--- config.mk ---
export PLATFORM = sky130hd
export DESIGN_NAME = forward_ctrl_unit
export DESIGN_NICKNAME = d
export VERILOG_FILES = /design/src/rtl/fwd_pkg.sv /design/src/rtl/fwd_select.sv /design/src/rtl/forward_ctrl_unit.sv
export SDC_FILE = /design/constraint.sdc
export NUM_CORES = 1
export LEC_CHECK = 0
export CAP_MARGIN = 15
export CORE_MARGIN = 3
export CORE_UTILIZATION = 45
export CTS_CLUSTER_DIAMETER = 150
export CTS_CLUSTER_SIZE = 20
export DETAILED_ROUTE_END_ITERATION = 10
export PLACE_DENSITY = 0.85
export SETUP_SLACK_MARGIN = 0.15
export SYNTH_ARGS = -nofsm -noshare
export SYNTH_HDL_FRONTEND = slang
export SYNTH_SLANG_ARGS = --single-unit
export TNS_END_PERCENT = 5
--- constraint.sdc ---
create_clock -name clk -period 1.7 [get_ports clk]
set_input_delay 0.255 -clock clk [delete_from_list [all_inputs] [get_ports clk]]
set_output_delay 0.255 -clock clk [all_outputs]
set_load 0.03 [all_outputs]
--- src/rtl/fwd_pkg.sv ---
// fwd_pkg: forward-select encodings and pipeline tracking slot shared by forward_ctrl_unit and fwd_select
package fwd_pkg;
  localparam int MAX_REG_ADDR_W = 8;
  typedef enum logic [1:0] {FWD_REG = 2'b00, FWD_EXMEM = 2'b01, FWD_MEMWB = 2'b10, FWD_IMM = 2'b11} fwd_sel_t;
  typedef logic [MAX_REG_ADDR_W-1:0] reg_addr_t;
  typedef struct packed {
    logic valid;
    reg_addr_t rs1;
    reg_addr_t rs2;
    reg_addr_t rd;
    logic reg_write;
    logic is_load;
    logic use_rs2;
    logic use_imm;
  } slot_t;
  function automatic logic writes_reg(slot_t s);
    return s.valid && s.reg_write && s.rd != '0;
  endfunction
endpackage

--- src/rtl/fwd_select.sv ---
// fwd_select: select code for one EX operand mux from the MEM and WB producer slots
module fwd_select
  import fwd_pkg::*;
(
  input  logic      ex_valid,
  input  logic      use_imm,
  input  logic      use_src,
  input  reg_addr_t src,
  input  logic      mem_fwd,
  input  reg_addr_t mem_rd,
  input  logic      wb_fwd,
  input  reg_addr_t wb_rd,
  output logic [1:0] sel
);
  always_comb
    sel = !ex_valid ? FWD_REG :
          use_imm ? FWD_IMM :
          !use_src ? FWD_REG :
          (mem_fwd && mem_rd == src) ? FWD_EXMEM :
          (wb_fwd && wb_rd == src) ? FWD_MEMWB : FWD_REG;
endmodule

--- src/rtl/forward_ctrl_unit.sv ---
// forward_ctrl_unit: load-use stall detection and EX operand forwarding selects.
// Define FWD_PERF_EN to add stall_cnt / fwd_cnt performance counters.
module forward_ctrl_unit
  import fwd_pkg::*;
#(
  parameter int REG_ADDR_W = 5
) (
  input  logic                  clk,
  input  logic                  reset,
  input  logic                  id_valid,
  input  logic                  id_reg_write,
  input  logic                  id_is_load,
  input  logic                  id_use_rs2,
  input  logic                  id_use_imm,
  input  logic [REG_ADDR_W-1:0] id_rs1,
  input  logic [REG_ADDR_W-1:0] id_rs2,
  input  logic [REG_ADDR_W-1:0] id_rd,
  input  logic                  flush,
  output logic                  stall,
  output logic [1:0]            fwd_a,
  output logic [1:0]            fwd_b
`ifdef FWD_PERF_EN
  ,
  output logic [31:0]           stall_cnt,
  output logic [31:0]           fwd_cnt
`endif
);
  slot_t id, ex, mem, wb;
  logic mem_fwd, wb_fwd, wb_unused;
  always_comb begin
    stall = !flush && id_valid && writes_reg(ex) && ex.is_load &&
            (ex.rd == reg_addr_t'(id_rs1) || (id_use_rs2 && ex.rd == reg_addr_t'(id_rs2)));
    id = '{valid: id_valid && !stall && !flush, rs1: reg_addr_t'(id_rs1), rs2: reg_addr_t'(id_rs2),
           rd: reg_addr_t'(id_rd), reg_write: id_reg_write, is_load: id_is_load,
           use_rs2: id_use_rs2, use_imm: id_use_imm};
    mem_fwd = writes_reg(mem) && !mem.is_load;
    wb_fwd = writes_reg(wb);
  end
  // WB only ever supplies rd; its source fields are carried for completeness
  assign wb_unused = ^{wb.rs1, wb.rs2, wb.is_load, wb.use_rs2, wb.use_imm};
  always_ff @(posedge clk)
    if (reset) begin
      ex <= '0;
      mem <= '0;
      wb <= '0;
    end else begin
      ex <= id;
      mem <= ex;
      wb <= mem;
    end
  fwd_select u_sel_a (
    .ex_valid(ex.valid), .use_imm(1'b0), .use_src(1'b1), .src(ex.rs1),
    .mem_fwd(mem_fwd), .mem_rd(mem.rd), .wb_fwd(wb_fwd), .wb_rd(wb.rd), .sel(fwd_a)
  );
  fwd_select u_sel_b (
    .ex_valid(ex.valid), .use_imm(ex.use_imm), .use_src(ex.use_rs2), .src(ex.rs2),
    .mem_fwd(mem_fwd), .mem_rd(mem.rd), .wb_fwd(wb_fwd), .wb_rd(wb.rd), .sel(fwd_b)
  );
`ifdef FWD_PERF_EN
  always_ff @(posedge clk)
    if (reset) begin
      stall_cnt <= '0;
      fwd_cnt <= '0;
    end else begin
      stall_cnt <= stall_cnt + 32'(stall);
      fwd_cnt <= fwd_cnt + 32'(fwd_a inside {FWD_EXMEM, FWD_MEMWB} || fwd_b inside {FWD_EXMEM, FWD_MEMWB});
    end
`endif
endmodule

# After elaboration in Yosys (flattened, before gate mapping)
# Cells that the tools add are included.
word_totals:
  register_bits: 50
  latchBits: 0
  mem_bits_rw: 0
  rom_bits: 0
  inputBits: 23
  output_inout_bits: 5
  wordCells: 57
  memories: 0
op_classes:
  n_addsub: 0
  multipliers: 0
  div: 0
  order_cmp: 0
  n_eq_ne: 6
  n_shift: 0
  muxes: 8
  bitwise_logic: 0
  reduce_logical: 25
op_table:
  columns: ["cell", "n"]
  rows:
  - ["$eq A8 B8 Y1", 4]
  - ["$reduce_bool A8 Y1", 3]
  - ["$logic_and A1 B1 Y1", 18]
  - ["$eq A8 B5 Y1", 2]
  - ["$mux W2", 8]
  - ["$logic_not A1 Y1", 3]
  - ["$logic_or A1 B1 Y1", 1]

# Longest topological paths before layout
depth:
  ltp_word: 8
  ltp_mapped: 4
  depth_no_buf: 4

# By module
# A second synthesis with hierarchy kept.
hier_totals:
  hier_cells: 153
  area_unflattened_um2: 1560.2
modules_own_cells:
  columns: ["mod", "instances", "cells_per_inst", "area_per_inst_um2", "seq_area_each_um2"]
  rows:
  - ["forward_ctrl_unit", 1, 99, 1144.8, 700.7]
  - ["fwd_select", 2, 27, 207.7, 0.0]

# Worst setup path after synthesis
# No wires, ideal clock.
synth_path:
  kind: "reg-to-output"
  start: "register mem[4] (netlist bit)"
  end: "output port fwd_b[1]"
  arrival_ns: 1.961
  required_ns: 1.445
  setup_slack_ns: -0.516
  path_stages_with_launch: 5
  n_path_buf: 0
  cell_sequence: "dfxtp_1 -> or4_1 -> o2111ai_2 -> nor3_1 -> o31ai_1"
synth_between:
  elab_chain_len: 8
  elab_cells_between_ends: 9
  classes_between: "1 x eq/ne; 4 x mux; 4 x reduce/logical"
synth_lines:
  columns: ["element", "line_no", "source"]
  rows:
  - ["start: declaration", "forward_ctrl_unit.sv:28", "slot_t id, ex, mem, wb;"]
  - ["start signal: assignment", "forward_ctrl_unit.sv:44", "mem <= '0;"]
  - ["start signal: assignment", "forward_ctrl_unit.sv:48", "mem <= ex;"]
  - ["$reduce_bool A8 Y1", "fwd_pkg.sv:17", "return s.valid && s.reg_write && s.rd != '0;"]
  - ["$logic_and A1 B1 Y1", "fwd_pkg.sv:17", null]
  - ["$logic_and A1 B1 Y1", "forward_ctrl_unit.sv:36", "mem_fwd = writes_reg(mem) && !mem.is_load;"]
  - ["$logic_and A1 B1 Y1 (*)", "fwd_select.sv:19", "(mem_fwd && mem_rd == src) ? FWD_EXMEM :"]
  - ["$mux W2 (*)", "fwd_select.sv:19", null]
  - ["$mux W2 (*)", "fwd_select.sv:18", "!use_src ? FWD_REG :"]
  - ["$mux W2 (*)", "fwd_select.sv:17", "use_imm ? FWD_IMM :"]
  - ["$mux W2 (*)", "fwd_select.sv:16", "sel = !ex_valid ? FWD_REG :"]
  - ["end: declaration", "forward_ctrl_unit.sv:21", "output logic [1:0] fwd_b"]
# Mark *: on every way between the ends. The rest lies on a longest branch, timed or not.

# Final worst setup path
layout_path:
  start: "register mem[7] (netlist bit)"
  end: "output port fwd_b[0]"
# The elaborated chain is that of the path after synthesis.

==> run summary <==
Layout fillers: 209
Max-slew headroom: 75.22%
# DRC: 0
Post-Syn Instances: 130
vias: 1,079
dpl hpwl: 2466 um
syn_area_per_cell: 10.68 sq um
PwrDens: 755.0 mW/mm^2
Finish-stage setup viols: 5
initial antenna violation count: 0
slowest cell delay on critical path: 0.54 ns
vias in the first global route: 1,151
Critical Path Start Type: register
RSZ-0062 raised after global routing: yes
WP data arrival: 2.00 ns
post-synthesis cell area: 0.001389 sq mm
outcome: finished, violations left
GP Congestion: 0.9464
DP Worst Slack: -0.4897 ns
Compound-Gate Fraction of Synth Area: 4.685%
Die W: 61.56 um
Max Clock Freq: 0.4427 GHz
grt ovf: 0
Num CTS Buffers: 5
multiplexer share of the synthesized area: 0%
Yosys top cell area share: 50.45%
largest net degree at the start of global routing: 28
antenna diode count: 0
Worst-Margin Slew: 0.3716 ns
clock transition at the registers of the reported paths: 0.10 ns
GRT Util Overall: 18.12%
data required time of the critical path: 1.44 ns
CTS tree: done
IO Port Bufs: 27
failing checks: setup timing
H-Tree Depth: 2
most frequent cells in the layout: 33 x nor2b_1, 29 x dfxtp_1, 29 x buf_4, 22 x clkdlybuf4s50_1, 20 x xor2_1
Final min period: 2.259 ns
DRT iter0 DRCs: 22
post-DR wirelength/cell: 13.24 um
Placed Area: 0.001992 sq mm
first-pass GRT wire length: 4664 um
final instance area: 0.002083 sq mm
Max Cap Viol: 0
period utilisation layout: 132.9%
fin. max-slew vios: 0
routed via count divided by cell count: 4.882
layout cell share with drive strength beyond 1: 32.11%
most common cell after layout, fill and taps aside: nor2b_1
cell count after placement: 213
Rows: 19
I/O pins: 28
Layout area overhead: 50.00%
Synth warnings: 0
leading area contributor after synthesis: dfxtp_1
core footprint: 0.002853 sq mm
sinks on the clock net: 35
xor/xnor share of the synthesized area: 18.92%
worst-path cell chain: or4_4, o2111ai_4, buf_4, o41ai_2, clkdlybuf4s15_2
Antenna Nets Post-Route: 0
clk_lat worst skew: 0.33 ns
largest family of logic cells by synthesized area: simple AND/OR/NAND/NOR gates
Yosys cell types: 23
CTS root buf: clkbuf_4
clk_skew: 0.006119 ns
top cells by area, synth: dfxtp_1 50%, nor2b_1 15%, xor2_1 13%
Seq/Total Area, Yosys: 50.45%
min-delay worst type: in -> reg
total routed wirelength: 2926 um
syn nets: 153
WS Path Type: reg -> out
fraction of the mapped netlist area in simple logic gates: 24.86%
Final Core Density: 73.03%
slowest CP cell: or4_4
Clock Path Buffers: 2
leakage power: 0.8713 nW
first drt pass iteration count: 3
final hold vios: 0
kind of end point of the critical path: output pin
Vert. Die Dim: 61.56 um
die area: 0.003789 sq mm
Post-layout nets: 213
final worst slack: -0.5588 ns
final non-filler cell total: 221
flops & latches, synth: 35
worst vdd ir: 0.4747 mV
area share of fa/ha/maj cells after synthesis: 0%
Worst Path Max Fanout: 3
Starting Density: 48.68%
[cells by family (layout without fill, tap and decap cells)]
| group | after synthesis | in the layout |
|---|---|---|
| DFF | 35 | 35 |
| and+or+nand+nor | 54 | 54 |
| AOI/OAI and AO/OA | 7 | 7 |
| buffers and inverters | 4 | 64 |
| xor gates and xnor gates | 30 | 30 |
[per-stage QoR]
step	TNS [ns]	hold WS, ns	total power [mW]
floorplan	-0.2241	0.3192	1.013
global placement	-1.556	0.4543	1.131
detailed placement	-1.695	0.4575	1.142
CTS	-2.606	0.4392	1.597
global route	-2.841	0.4498	1.641
finish	-2.451	0.4658	1.573
[sequential cells by signal, summed over array words and instances (netlist names)]
name and cells:
ex 20, mem 8, wb 7
[layout make-up]
type                       instances  area (sq um)  area share, %
clock buffer                       6         51.30          2.462
clock inverter                     1         5.005         0.2402
inverter                           1         3.754         0.1802
multi-input combinational         91         773.2          37.12
sequential                        35         708.2          33.99
tap                               31         38.79          1.862
timing repair buffer              56         503.0          24.14
[final timing paths]
kind / start / endpoint / slack (ns) / cells after the start
setup reg to reg: ex[5] / ex[28] / 0.31 / 4
setup / recovery: mem[7] / fwd_b[0] / -0.56 / 5
hold / removal: id_rd[0] / ex[4] / 0.47 / 2
hold reg to reg: ex[3] / mem[3] / 0.48 / 1
[power breakdown]
group	switching [mW]	internal [mW]	total (mW)
Sequential	0.0283	0.857	0.886
Clock	0.255	0.191	0.446
Combinational	0.0957	0.145	0.241
[synthesized netlist by cell type]
cell type and instances:
dfxtp_1 35, nor2b_1 33, xor2_1 20, xnor2_1 10, or4_1 4, clkbuf_1 3, nand2_1 3, nand3_1 3
nor3_1 2, nor4_1 2, nor4_2 2, o2111ai_1 2, a32oi_1 1, and2_1 1, inv_1 1, nor2_1 1
nor2b_2 1, nor3b_1 1, nor4b_1 1, o2111ai_2 1, o21a_1 1, o31ai_1 1, o41ai_1 1
[critical path, delay by kind of cell (launching register included)]
kind,cells,cell delay [ns]
compound gates,2,0.35
buf+inv,2,0.44
flops,1,0.33
simple gates,1,0.54
[repair_timing]
item                                    in CTS  in global routing
setup buffers                                0                  1
endpoints found under the setup margin       5                  5
pin swaps                                    4                  1
hold buffers                                 0                  0
resized for setup                           11                  2
[layer usage]
metal  vias up  track usage [%]  share of wire [%]
met2        38            34.38                 54
met3        11            7.128                5.8
met1       480            15.55                 36
met5         -                0                  0
met4         0            10.91                3.8
li1        550                -                  -
No activity file was read; power rests on OpenSTA's default activity.
